File: src/rtl/avalon_block_reader.sv
// Avalon-MM block reader: fetches word_count 32-bit words from base_addr with
// one read in flight at a time, and streams them out through a small FIFO.
module avalon_block_reader #(
  parameter int LEN_W      = 12,
  parameter int FIFO_DEPTH = 8
) (
  input  logic             clk,
  input  logic             reset,
  input  logic             start,
  input  logic [31:0]      base_addr,
  input  logic [LEN_W-1:0] word_count,
  output logic             busy,
  output logic             done,
  output logic [31:0]      avl_address,
  output logic             avl_read,
  output logic             avl_write,
  output logic [3:0]       avl_byteenable,
  output logic [31:0]      avl_writedata,
  input  logic             avl_waitrequest,
  input  logic [31:0]      avl_readdata,
  input  logic             avl_readdatavalid,
  output logic [31:0]      out_data,
  output logic             out_valid,
  input  logic             out_ready,
  output logic [1:0]       fsm_state
);

  // Handshakes: an Avalon read is accepted on an edge with avl_read=1 and
  // avl_waitrequest=0; a stream word moves on an edge with out_valid=1 and
  // out_ready=1. Neither valid waits on its ready.

  localparam int AW = (FIFO_DEPTH > 1) ? $clog2(FIFO_DEPTH) : 1;
  localparam logic [AW:0] FULL_LEVEL = (AW+1)'(FIFO_DEPTH);

  localparam logic [1:0] IDLE      = 2'd0;
  localparam logic [1:0] ISSUE     = 2'd1;
  localparam logic [1:0] WAIT_DATA = 2'd2;
  localparam logic [1:0] FLUSH     = 2'd3;

  logic [1:0]       state;
  logic [31:0]      addr;
  logic [LEN_W-1:0] remaining;
  logic             busy_q;
  logic             done_q;

  logic [31:0]      mem [FIFO_DEPTH];
  logic [AW-1:0]    wr_ptr;
  logic [AW-1:0]    rd_ptr;
  logic [AW:0]      level;
  logic [AW:0]      level_next;
  logic             push;
  logic             pop;
  logic             accept;

  // Only pops can happen while in ISSUE, so once avl_read rises it stays up
  // until accepted, keeping the request stable under waitrequest.
  assign avl_read       = (state == ISSUE) && (level < FULL_LEVEL);
  assign avl_address    = addr;
  assign avl_write      = 1'b0;
  assign avl_byteenable = 4'hF;
  assign avl_writedata  = 32'd0;
  assign accept         = avl_read && !avl_waitrequest;

  assign push      = (state == WAIT_DATA) && avl_readdatavalid;
  assign out_valid = (level != '0);
  assign pop       = out_valid && out_ready;
  assign out_data  = out_valid ? mem[rd_ptr] : 32'd0;

  assign busy      = busy_q;
  assign done      = done_q;
  assign fsm_state = state;

  always_comb begin
    level_next = level;
    case ({push, pop})
      2'b10:   level_next = level + (AW+1)'(1);
      2'b01:   level_next = level - (AW+1)'(1);
      default: level_next = level;
    endcase
  end

  always_ff @(posedge clk) begin
    if (push) mem[wr_ptr] <= avl_readdata;
  end

  always_ff @(posedge clk) begin
    if (reset) begin
      wr_ptr <= '0;
      rd_ptr <= '0;
      level  <= '0;
    end else begin
      if (push) wr_ptr <= wr_ptr + AW'(1);
      if (pop)  rd_ptr <= rd_ptr + AW'(1);
      level <= level_next;
    end
  end

  always_ff @(posedge clk) begin
    if (reset) begin
      state     <= IDLE;
      addr      <= 32'd0;
      remaining <= '0;
      busy_q    <= 1'b0;
      done_q    <= 1'b0;
    end else begin
      done_q <= 1'b0;
      if (done_q) busy_q <= 1'b0;
      case (state)
        IDLE: begin
          // busy_q is still high during the done cycle, which masks a start there.
          if (start && !busy_q) begin
            busy_q <= 1'b1;
            if (word_count == '0) begin
              done_q <= 1'b1;
            end else begin
              addr      <= base_addr & ~32'h3;
              remaining <= word_count;
              state     <= ISSUE;
            end
          end
        end
        ISSUE: begin
          if (accept) begin
            addr      <= addr + 32'd4;
            remaining <= remaining - LEN_W'(1);
            state     <= WAIT_DATA;
          end
        end
        WAIT_DATA: begin
          if (avl_readdatavalid) begin
            state <= (remaining != '0) ? ISSUE : FLUSH;
          end
        end
        default: begin
          if (level_next == '0) begin
            done_q <= 1'b1;
            state  <= IDLE;
          end
        end
      endcase
    end
  end

endmodule

File: config.mk
export PLATFORM = sky130hd
export DESIGN_NAME = avalon_block_reader
export DESIGN_NICKNAME = d
export VERILOG_FILES = /design/src/rtl/avalon_block_reader.sv
export SDC_FILE = /design/constraint.sdc
export NUM_CORES = 1
export LEC_CHECK = 0
export CAP_MARGIN = 10
export CELL_PAD_IN_SITES_DETAIL_PLACEMENT = 1
export CELL_PAD_IN_SITES_GLOBAL_PLACEMENT = 1
export CORE_MARGIN = 8
export CORE_UTILIZATION = 45
export CTS_CLUSTER_DIAMETER = 30
export DETAILED_ROUTE_END_ITERATION = 12
export GPL_TIMING_DRIVEN = 0
export PLACE_DENSITY = 0.8
export SLEW_MARGIN = 0
export SYNTH_ARGS = -nofsm -noshare
export SYNTH_HDL_FRONTEND = slang
export SYNTH_SLANG_ARGS = --single-unit
export TNS_END_PERCENT = 100
File: constraint.sdc
create_clock -name clk -period 4.4 [get_ports clk]
set_input_delay 0.88 -clock clk [delete_from_list [all_inputs] [get_ports clk]]
set_output_delay 0.88 -clock clk [all_outputs]
set_load 0.02 [all_outputs]
==> results by group <==
Pwr
  • LEAKAGE: 6.012 nW
  • Pwr Total: about 11 mW
  • Pwr Density: between 600 and 700 nW/um2
  • VDD IR max: 0.0003978 V

Setup path
  • Worst R2R Setup Slack: 0.55 ns
  • Critical-path top delay cell: clkbuf_1
  • CP cell instances: clkbuf_1 > clkbuf_1 > mux4_2 > mux2i_1 > nor2_1 > clkdlybuf4s50_1
  • R2R Path Start: level[1]
  • Startpoint types: flip-flop
  • Arrival @ worst endpoint: approximately 3.4 ns
  • Worst Setup End Kind: output port
  • Cell mode on critical path: clkbuf_1
  • Max FO, Critical Path: 10
  • CP Data Required Time: 3.52 ns
  • Crit path kind: reg2out
  • Worst reg-to-reg path cell count: 13
  • Reg-to-Reg End: fsm_state[1]
  • Max incr delay on CP: 0.69 ns

Clock network
  • Clock transition at path regs: 0.04 ns
  • CTS buffer count: 60
  • Max clock buf depth: 3
  • Clk sink count: 315
  • H-Tree Depth: 2
  • Post_cts resized: 7
  • Clock latency on the worst-skew pair: 0.59 ns
  • Hold-fix buffer count after cts: 0
  • CTS tree: built
  • Root Buffer: clkbuf_16
  • Postcts setup bufs: 0

Timing
  • Final Hold Fails: 0
  • Final period util: 96.08%
  • Setup Viol. Count Final: 0
  • Least-Margin Pin Slew: 1.138 ns
  • Fin worst setup slack: 0.1724 ns
  • Pins over their slew limit: 0
  • Max Clock Skew: 0.03214 ns
  • FMAX: 236.5 MHz
  • RSZ-0062 raised after global routing: no
  • Max-slew headroom: 23.73%
  • WHS: just under 0.5 ns
  • Tmin final: 4.228 ns

Status
  • Outcome: finished, final reports clean

Floorplan
  • Num rows: 63
  • Die Y: 189.4 um
  • I/O pins: 189
  • Core Region: 29640 um2
  • Die Span X: 189.4 um
  • Die area: between 30000 and 40000 um2
  • Initial Utilization: approximately 46%

Yosys
  • Ys flop type: edfxtp_1
  • Post-Synth Simple-Gate Area: 8.460%
  • Syn_area_per_cell: 14.61 um2
  • Synth Cell Area: 13530 um2
  • Adder-cell share of the synthesized area: 0.9246%
  • Post-synth EDFFs: 256
  • Syn. warnings: 0
  • Seq/Total Area, Yosys: 65.54%
  • Synth Register Bits: 315
  • Xor/xnor cell area share of the yosys netlist: 0.5733%
  • Mux contribution to synthesized area: about 13%
  • Synthesized instance count: 926
  • Synth cell types: 59
  • Largest family of logic cells by synthesized area: multiplexers
  • FFs w/ async S/R, synth: 0%
  • Post-synthesis compound-gate area fraction: 6.731%

GRT
  • Largest net degree at the start of global routing: 27
  • Vias in the first global route: 10230
  • Grt ovf: 0
  • Initial antenna violation count: 1
  • Gr usage total: 22.75%
  • First-pass GRT wire length: around 62 mm

Route
  • DRT Pass-1 Iters: 5
  • Post-route ant nets: 0
  • Starting DRT DRC Count: roughly 540
  • DRC viols: 0
  • DR vias: slightly above 9000
  • Drt total wl: between 40 and 50 mm
  • Vias/cell: between 5 and 6
  • DR WL/cell: 25.35 um

Final layout
  • Most common cell after layout, fill and taps aside: edfxtp_1
  • Layout cells sized above 1: 20.48%
  • Nets: 1288
  • Fill cells: between 2000 and 3000
  • Area Growth Syn to Fin: 33.00%
  • Most frequent cells in the layout: 256 x edfxtp_1, 146 x clkdlybuf4s50_1, 77 x nor2_1, 67 x nand2_1, 64 x mux4_2

Placed design
  • Hpwl dp: 25.58 mm
  • Place WS: 0.3880 ns
  • PortBufs: 146
  • Final GP Congestion: 0.8341

Hold path
  • Worst hold stages: 2
  • Worst hold path type: reg2reg
  • Hold Path End: remaining[8]
  • HP Start: remaining[8]

Run
  • Total of max-cap violations: 0
-- cell families after synthesis --
group | count (synthesis)
DFF | 315
and+or+nand+nor | 240
AOI/OAI and AO/OA | 143
buffers and inverters | 106
muxes | 102
adders and majority gates | 10
xor gates and xnor gates | 8
other | 2
-- routing by layer --
layer  wire length (um)  vias to the layer above  track usage [%]
met2              21470                      411            40.23
met4               1076                        0            8.028
met5                  0                        -                0
li1                   -                     4066                -
met3               2805                       85            4.765
met1              16120                     4669            27.09
-- synth_stat cells (5+ instances only) --
cell type | instances | share of area (%)
clkbuf_1 | 35 | 0.97
o31ai_1 | 7 | 0.39
a211oi_1 | 20 | 1.1
buf_4 | 39 | 2.2
or3_1 | 9 | 0.42
nor3b_1 | 7 | 0.39
mux2i_1 | 36 | 2.7
o21ai_0 | 17 | 0.63
inv_1 | 9 | 0.25
xor2_1 | 5 | 0.32
and3_1 | 6 | 0.28
mux4_2 | 64 | 11
a21oi_1 | 36 | 1.3
buf_2 | 7 | 0.26
a31oi_1 | 6 | 0.28
edfxtp_1 | 256 | 57
nand2b_1 | 6 | 0.28
nand3_1 | 19 | 0.70
o22ai_1 | 13 | 0.60
nor2_1 | 79 | 2.2
nor3_1 | 14 | 0.52
buf_1 | 11 | 0.31
o21ai_1 | 13 | 0.48
nand4_1 | 8 | 0.37
nand2_1 | 67 | 1.9
ha_1 | 10 | 0.92
dfxtp_1 | 59 | 8.7
a22oi_1 | 10 | 0.55
-- power breakdown --
group / switching [mW] / leakage [nW] / internal, mW
Combinational: 1.69 / 2.27 / 1.15
Sequential: 0.243 / 2.79 / 3.44
Clock: 1.61 / 0.954 / 2.89
Total: 3.54 / 6.01 / 7.48
-- sequential cells by signal (all words and copies together), names as in the netlist, named ones only --
| name | flops |
|---|---|
| done | 1 |
| rd_ptr | 3 |
| wr_ptr | 3 |
| level | 4 |
| fsm_state | 2 |
| remaining | 12 |
| avl_address | 30 |
| busy | 1 |
| mem | 256 |
-- final cells by class --
class                      instances  area, um2  share of cell area [%]
inverter                          11      41.29                  0.2294
sequential                       315       8869                   49.28
clock buffer                      80       1648                   9.156
buffer                            95      555.5                   3.087
tap                              390      488.0                   2.711
timing repair buffer             171       1760                   9.782
multi-input combinational        542       4274                   23.75
antenna                            1      2.502                 0.01390
clock inverter                    31      359.1                   1.995
-- worst max-delay path by stage --
stage          slack (ns)               from           end
6_report             0.17          flip-flop   out_data[4]
5_1_grt              0.04          flip-flop   out_data[4]
4_1_cts              0.16          flip-flop   out_data[4]
3_5_place_dp         0.39  avl_readdatavalid  fsm_state[1]
3_3_place_gp        -2.78  avl_readdatavalid    mem[4][13]
2_1_floorplan        0.28  avl_readdatavalid     mem[2][0]
-- metrics by stage --
stage	instances	setup TNS [ns]	cell area, um2	utilization [%]
after detailed placement	1524	0	15960	53.86
after global routing	1636	0	18000	60.72
final	1636	0	18000	60.72
after global placement	1499	-513.28	15620	52.70
after floorplan	963	0	13670	-
after CTS	1635	0	17990	60.71
-- critical path: cells and delay by family (launching register included) --
kind / cells / cell delay (ns)
buffers and inverters: 3 / 1.77
flip-flops: 1 / 0.30
multiplexers: 2 / 0.48
AND/OR/NAND/NOR: 1 / 0.24
Power figures use the tool's default switching activity.
